<file path="src/rtl/blink_meter.sv">
// blink_meter: measures high/low phase lengths of an asynchronous toggling line
// and flags a stalled line when no transition arrives within TIMEOUT cycles.
module blink_meter #(
  parameter int CNT_W   = 32,
  parameter int TIMEOUT = 100000000
) (
  input  logic             clk,
  input  logic             rst,
  input  logic             led_in,
  output logic [CNT_W-1:0] half_period,
  output logic             level,
  output logic             meas_valid,
  output logic             stalled,
  output logic [15:0]      edge_count
);

  typedef enum logic [1:0] {
    WAIT_FIRST = 2'd0,
    MEASURE    = 2'd1,
    STALLED    = 2'd2
  } state_t;

  localparam logic [CNT_W-1:0] TO = CNT_W'(TIMEOUT);

  state_t state_q, state_d;

  logic             s1_q, s2_q, prev_q;
  logic [CNT_W-1:0] cnt_q, cnt_d;
  logic [CNT_W-1:0] hp_q, hp_d;
  logic             lvl_q, lvl_d;
  logic             mv_q, mv_d;
  logic             st_q, st_d;
  logic [15:0]      ec_q, ec_d;

  logic edge_det;
  logic timeout;

  assign edge_det = s2_q ^ prev_q;
  assign timeout  = (cnt_q == TO);

  always_ff @(posedge clk or posedge rst) begin
    if (rst) begin
      s1_q   <= 1'b0;
      s2_q   <= 1'b0;
      prev_q <= 1'b0;
    end else begin
      s1_q   <= led_in;
      s2_q   <= s1_q;
      prev_q <= s2_q;
    end
  end

  // The edge cycle is cycle 1 of the new phase.
  always_comb begin
    cnt_d = cnt_q;
    if (edge_det)
      cnt_d = CNT_W'(1);
    else if (cnt_q < TO)
      cnt_d = cnt_q + CNT_W'(1);
  end

  always_ff @(posedge clk or posedge rst) begin
    if (rst) begin
      cnt_q <= '0;
    end else begin
      cnt_q <= cnt_d;
    end
  end

  always_ff @(posedge clk or posedge rst) begin
    if (rst) begin
      state_q <= WAIT_FIRST;
    end else begin
      state_q <= state_d;
    end
  end

  always_comb begin
    state_d = state_q;
    unique case (state_q)
      WAIT_FIRST: begin
        if (edge_det)
          state_d = MEASURE;
        else if (timeout)
          state_d = STALLED;
      end
      MEASURE: begin
        if (!edge_det && timeout)
          state_d = STALLED;
      end
      STALLED: begin
        if (edge_det)
          state_d = MEASURE;
      end
      default: state_d = WAIT_FIRST;
    endcase
  end

  always_comb begin
    hp_d  = hp_q;
    lvl_d = lvl_q;
    mv_d  = 1'b0;
    ec_d  = ec_q;
    st_d  = (state_d == STALLED);
    if (state_q == MEASURE && edge_det) begin
      hp_d  = cnt_q;
      lvl_d = prev_q;
      mv_d  = 1'b1;
      if (ec_q != 16'hFFFF)
        ec_d = ec_q + 16'd1;
    end
  end

  always_ff @(posedge clk or posedge rst) begin
    if (rst) begin
      hp_q  <= '0;
      lvl_q <= 1'b0;
      mv_q  <= 1'b0;
      st_q  <= 1'b0;
      ec_q  <= '0;
    end else begin
      hp_q  <= hp_d;
      lvl_q <= lvl_d;
      mv_q  <= mv_d;
      st_q  <= st_d;
      ec_q  <= ec_d;
    end
  end

  assign half_period = hp_q;
  assign level       = lvl_q;
  assign meas_valid  = mv_q;
  assign stalled     = st_q;
  assign edge_count  = ec_q;

endmodule

</file>
<file path="config.mk">
export PLATFORM = sky130hd
export DESIGN_NAME = blink_meter
export DESIGN_NICKNAME = d
export VERILOG_FILES = /design/src/rtl/blink_meter.sv
export SDC_FILE = /design/constraint.sdc
export NUM_CORES = 1
export LEC_CHECK = 0
export BUFFER_PORTS_ARGS = -buffer_cell sky130_fd_sc_hd__buf_2
export CORE_UTILIZATION = 30
export CTS_CLUSTER_SIZE = 10
export DETAILED_ROUTE_END_ITERATION = 10
export PLACE_DENSITY = 0.5
export SLEW_MARGIN = 20
export SYNTH_ARGS = -nofsm -noshare
export SYNTH_HDL_FRONTEND = slang
export SYNTH_SLANG_ARGS = --single-unit
</file>
<file path="constraint.sdc">
create_clock -name clk -period 4.97 [get_ports clk]
set_clock_uncertainty 0.15 [all_clocks]
set_input_delay 0.497 -clock clk [delete_from_list [all_inputs] [get_ports clk]]
set_output_delay 0.497 -clock clk [all_outputs]
set_load 0.01 [all_outputs]
</file>
Word level (Yosys, flattened, before mapping)
Cells that the tools add are included.
{"block": "totals", "ff_bits": 88, "output_inout_bits": 51, "input_bits": 3}
{"block": "op_classes", "mux": 8, "addsub": 2, "n_eq_ne": 5, "n_bitwise": 1, "order_cmp": 1, "n_reduce_logical": 6}
{"operator": "32-bit two-way mux", "count": 2}
{"operator": "32-bit by 1-bit adder with 32-bit output (second input constant)", "count": 1}
{"operator": "32-bit by 27-bit == test with 1-bit output (second input constant)", "count": 1}
{"operator": "32-bit by 27-bit less-than comparator with 1-bit output (second input constant)", "count": 1}
{"operator": "16-bit by 1-bit adder with 16-bit output (second input constant)", "count": 1}
{"operator": "16-bit != test (second input constant)", "count": 1}
{"operator": "2-bit two-way mux", "count": 4}
{"operator": "2-bit case mux with 3 select lines", "count": 1}
{"operator": "2-bit == test (second input constant)", "count": 2}
{"operator": "2-bit by 1-bit == test with 1-bit output (second input constant)", "count": 1}
{"operator": "1-bit logical AND", "count": 2}
{"operator": "2-bit zero test", "count": 1}
{"operator": "2-bit AND reduction", "count": 1}
{"operator": "2-bit nonzero test", "count": 1}
{"operator": "1-bit zero test", "count": 1}
{"operator": "1-bit two-way mux", "count": 1}
{"operator": "1-bit bitwise XOR", "count": 1}

Depth between registers and ports, before layout
{"block": "depth", "ltp_word": 6, "depth_mapped": 7, "mapped_depth_nobuf": 7}

Least setup slack after synthesis
No wires, ideal clock.
{"block": "synth_path", "path_type": "reg-to-reg", "start": "reg cnt_q[10]", "end": "reg cnt_q[24]", "n_path_buf": 1, "stages_incl_launch_ff": 7, "path_slack_ns": 2.562, "period_less_slack_ns": 2.408, "arrival_time_ns": 2.179, "setup_time_ns": 0.079, "cell_sequence": "dfrtp_1 or4_1 or2_1 a211o_1 buf_2 or4_1 a21oi_1"}
{"block": "synth_via", "elab_chain_cells": 3, "word_cells_on_any_way": 5, "classes_between": "add/sub: 1; order compare: 1; mux: 2; reduce/logical: 1"}
{"element": "start, declared", "line": "28", "source": "logic [CNT_W-1:0] cnt_q, cnt_d;"}
{"element": "start signal, assigned", "line": "66", "source": "cnt_q <= cnt_d;"}
{"element": "32-bit by 1-bit adder with 32-bit output", "line": "59", "source": "cnt_d = cnt_q + CNT_W'(1);"}
{"element": "32-bit two-way mux", "line": "58", "source": "else if (cnt_q < TO)"}
{"element": "32-bit two-way mux", "line": "56", "source": "if (edge_det)"}
Several ways; a longest one is shown, not always the timed one. The select of a mux whose other input is x is not followed.
A chain may end at the register's enable or synchronous reset.

Final worst setup path
{"block": "layout_path", "start": "reg s2_q", "end": "reg ec_q[3] (netlist: edge_count[3])"}
{"block": "layout_via", "elab_chain_cells": 3}
{"element": "start, declared", "line": "27", "source": "logic s1_q, s2_q, prev_q;"}
{"element": "start signal, assigned", "line": "48", "source": "s2_q <= s1_q;"}
{"element": "1-bit bitwise XOR", "line": "38", "source": "assign edge_det = s2_q ^ prev_q;"}
{"element": "1-bit logical AND", "line": "105", "source": "if (state_q == MEASURE && edge_det) begin"}
{"element": "2-bit AND reduction (no source line)"}
{"element": "end signal, assigned", "line": "120", "source": "ec_q <= '0;"}
{"element": "end signal, assigned", "line": "126", "source": "ec_q <= ec_d;"}
{"element": "end, declared", "line": "33", "source": "logic [15:0] ec_q, ec_d;"}
No other way between the ends.

==> key figures <==
Place
  – I/O Buffers: 53
  – Gp weighted congestion: 0.7837
  – Dpl hpwl: 6103 um

Routing
  – Iteration-0 DRC Markers: 149
  – Post-detailed-route count of antenna-violating nets: 0
  – Residual DRC: 0
  – Wire per inst: 14.34 um
  – Vias: 3101
  – Via density per instance: 4.891
  – DRT Wirelength: 9091 um
  – DRT Pass-1 Iters: 4

GRT
  – Vias in the first global route: 3034
  – Initial antenna violation count: 0
  – Largest net degree at the start of global routing: 62
  – GR Overflow Total: 0
  – GRT Total Usage: 14.83%
  – Global-route wire length before repair: 15190 um

Synth
  – Synth warnings: 0
  – Post-synthesis area per instance: 9.552 um^2
  – Syn Nets: 413
  – Unique masters post-synth: 39
  – Synthesis-stage register bit count: 88
  – Register area share after synthesis: 56.65%
  – Mapped Area: 3887 um^2
  – Top_reg_cell synth: dfrtp_1
  – Number of flops mapped to enable cells by yosys: 0
  – Synth async-reset ratio: 100.0%
  – Post-Syn Instances: 407

STA
  – Final min period: 3325 ps
  – Fin crit share: 66.90%
  – Final setup fails: 0
  – Max Slew Vio Count: 0
  – Relative slew slack: 30.54%
  – Endpoints failing hold: 0
  – Actual slew at the worst max-slew pin: 1035 ps
  – Max Freq: 300.8 MHz
  – RSZ-0062 raised after global routing: false
  – Post-route setup TNS: 0 ps

Finish
  – Area taken by multi-input logic gates: 1598 um^2
  – Fraction of layout cells with a size suffix above 1: 16.45%
  – Area grow syn2layout: 18.76%
  – Final nets: 463
  – N_diodes: 0
  – Most common cell after layout, fill and taps aside: nand2_1
  – Register area: 2202 um^2
  – Filler instances: 1331
  – Most frequent cells in the layout: 112 x nand2_1, 88 x dfrtp_1, 53 x buf_2

Power
  – Leakage: 2.204 nW
  – Tot Pwr: 1.643 mW
  – Max IR drop VDD: 156.3 uV
  – PD cells: 356.0 nW/um^2

Floorplan
  – Die span in x: 115.8 um
  – Cell row count: 41
  – Core area: 12620 um^2
  – Starting Density: 30.81%
  – # IOs: 54
  – Full die area: 13420 um^2
  – Die height: 115.8 um

Run status
  – Status: complete, no violations

Clocking
  – Root Buffer Master: clkbuf_16
  – Cts bufs inserted: 9
  – Setup Buffers After CTS: 0
  – Clk buf depth: 2
  – Hold buffer count at CTS: 0
  – Clock tree from TritonCTS: yes
  – Post-CTS Resized: 0
  – Clock Latency Late Sink: 350 ps
  – H-tree Lvls: 3
  – Clock Pin Slew Worst Setup and Hold Paths: 60 ps
  – Num Clock Sinks: 88

Min path
  – Worst Hold Class: input port to async pin

Worst setup path
  – Crit path from: s2_q$_DFF_PP0_
  – WS Path Type: flip-flop to flip-flop
  – CP Capture Point: edge_count[3]$_DFFE_PP0P_
  – CP Max Fanout: 32
  – R2R Setup Slk: 1650 ps
  – Worst R2R Start: s2_q$_DFF_PP0_
  – Crit end category: flip-flop
  – RR Endpoint: edge_count[3]$_DFFE_PP0P_
  – CP Launch Type: flip-flop
  – Crit path required time: 5050 ps
  – Worst-case reg-to-reg path depth: 6
  – Worst EP arrival: 3400 ps

Run
  – Max-Cap Viols: 0
[power by group]
part	leakage (nW)	internal (mW)	total [mW]	switching [mW]
Sequential	1.19	0.758	0.808	0.0502
Clock	0.139	0.379	0.653	0.273
Combinational	0.874	0.0664	0.182	0.116
Total	2.20	1.20	1.64	0.440
[worst max-delay path, cell delays in order (launching register included)]
cell and delay, ps:
dfrtp_1 450, xor2_2 170, buf_4 240, nand2_1 600, clkinv_1 1000, a41oi_1 530, nor2_1 60
[cells in the mapped netlist, drive strengths merged, types with 2 or more instances]
master / count / share of area, %
nand2: 112 / 11
dfrtp: 88 / 57
a21oi: 27 / 3.5
nand3: 19 / 2.4
nor2: 14 / 1.4
o21ai: 14 / 1.8
or4: 12 / 2.3
nand4: 11 / 1.8
o31ai: 11 / 2.1
clkbuf: 10 / 0.97
or3: 10 / 1.6
xnor2: 10 / 2.3
buf: 7 / 0.84
inv: 7 / 0.68
nor3: 6 / 0.77
and2: 5 / 0.80
nor4: 5 / 0.80
and4: 4 / 0.90
nand2b: 4 / 0.64
xor2: 4 / 0.90
ha: 3 / 0.97
a211o: 2 / 0.45
a31oi: 2 / 0.32
and3: 2 / 0.32
mux2: 2 / 0.58
nor4b: 2 / 0.45
o21a: 2 / 0.39
o41ai: 2 / 0.45
or4b: 2 / 0.51
[through the flow]
stage | cells | worst slack [ps] | cell area (um^2) | hold slack, ps | util [%]
after floorplan | 407 | 2044 | 3887 | 181.2 | -
after global placement | 618 | 1861 | 4329 | 194.0 | 34.31
after detailed placement | 618 | 1942 | 4330 | 186.3 | 34.31
after CTS | 634 | 1913 | 4617 | 12.17 | 36.59
after global routing | 634 | 1251 | 4617 | 37.47 | 36.59
final | 634 | 1645 | 4617 | 6.849 | 36.59
[cells by family (layout without fill, tap and decap cells)]
logic type,after synthesis,in the layout,share of synthesized area [%]
flops,88,88,56.65
buf+inv,24,79,2.478
xor+xnor,14,14,3.154
fa+ha+maj,3,3,0.9657
simple gates,211,211,26.07
mux,2,2,0.5793
compound gates,65,65,10.11
[metal layers]
layer  global-route usage [%]  wire length [um]  vias to the layer above
met5                        0                 0                        -
met4                    4.872               112                        0
met3                    4.446               290                       10
met2                    25.16              4417                       42
met1                    17.99              4270                     1521
li1                         -                 -                     1528
[state kept, by name, indices dropped and copies added (netlist names)]
name,cells
cnt_q,32
half_period,32
edge_count,16
state_q,2
level,1
meas_valid,1
prev_q,1
s1_q,1
s2_q,1
stalled,1
[final cells by class]
| class | instances | area share [%] |
|---|---|---|
| sequential | 88 | 47.70 |
| multi-input combinational | 295 | 34.61 |
| timing repair buffer | 56 | 6.233 |
| clock buffer | 14 | 5.935 |
| tap | 172 | 4.661 |
| inverter | 7 | 0.5962 |
| clock inverter | 2 | 0.2710 |
[how the worst min path moves through the flow]
stage | slack (ps) | endpoint | cells after the start | startpoint
final | 7 | edge_count[8]$_DFFE_PP0P_ | 2 | rst
after global routing | 40 | edge_count[6]$_DFFE_PP0P_ | 2 | rst
after CTS | 10 | half_period[18]$_DFFE_PP0P_ | 2 | rst
after detailed placement | 190 | s2_q$_DFF_PP0_ | 0 | s1_q$_DFF_PP0_
after global placement | 190 | s2_q$_DFF_PP0_ | 0 | s1_q$_DFF_PP0_
after floorplan | 180 | s2_q$_DFF_PP0_ | 0 | s1_q$_DFF_PP0_
No activity file was read; power rests on OpenSTA's default activity.
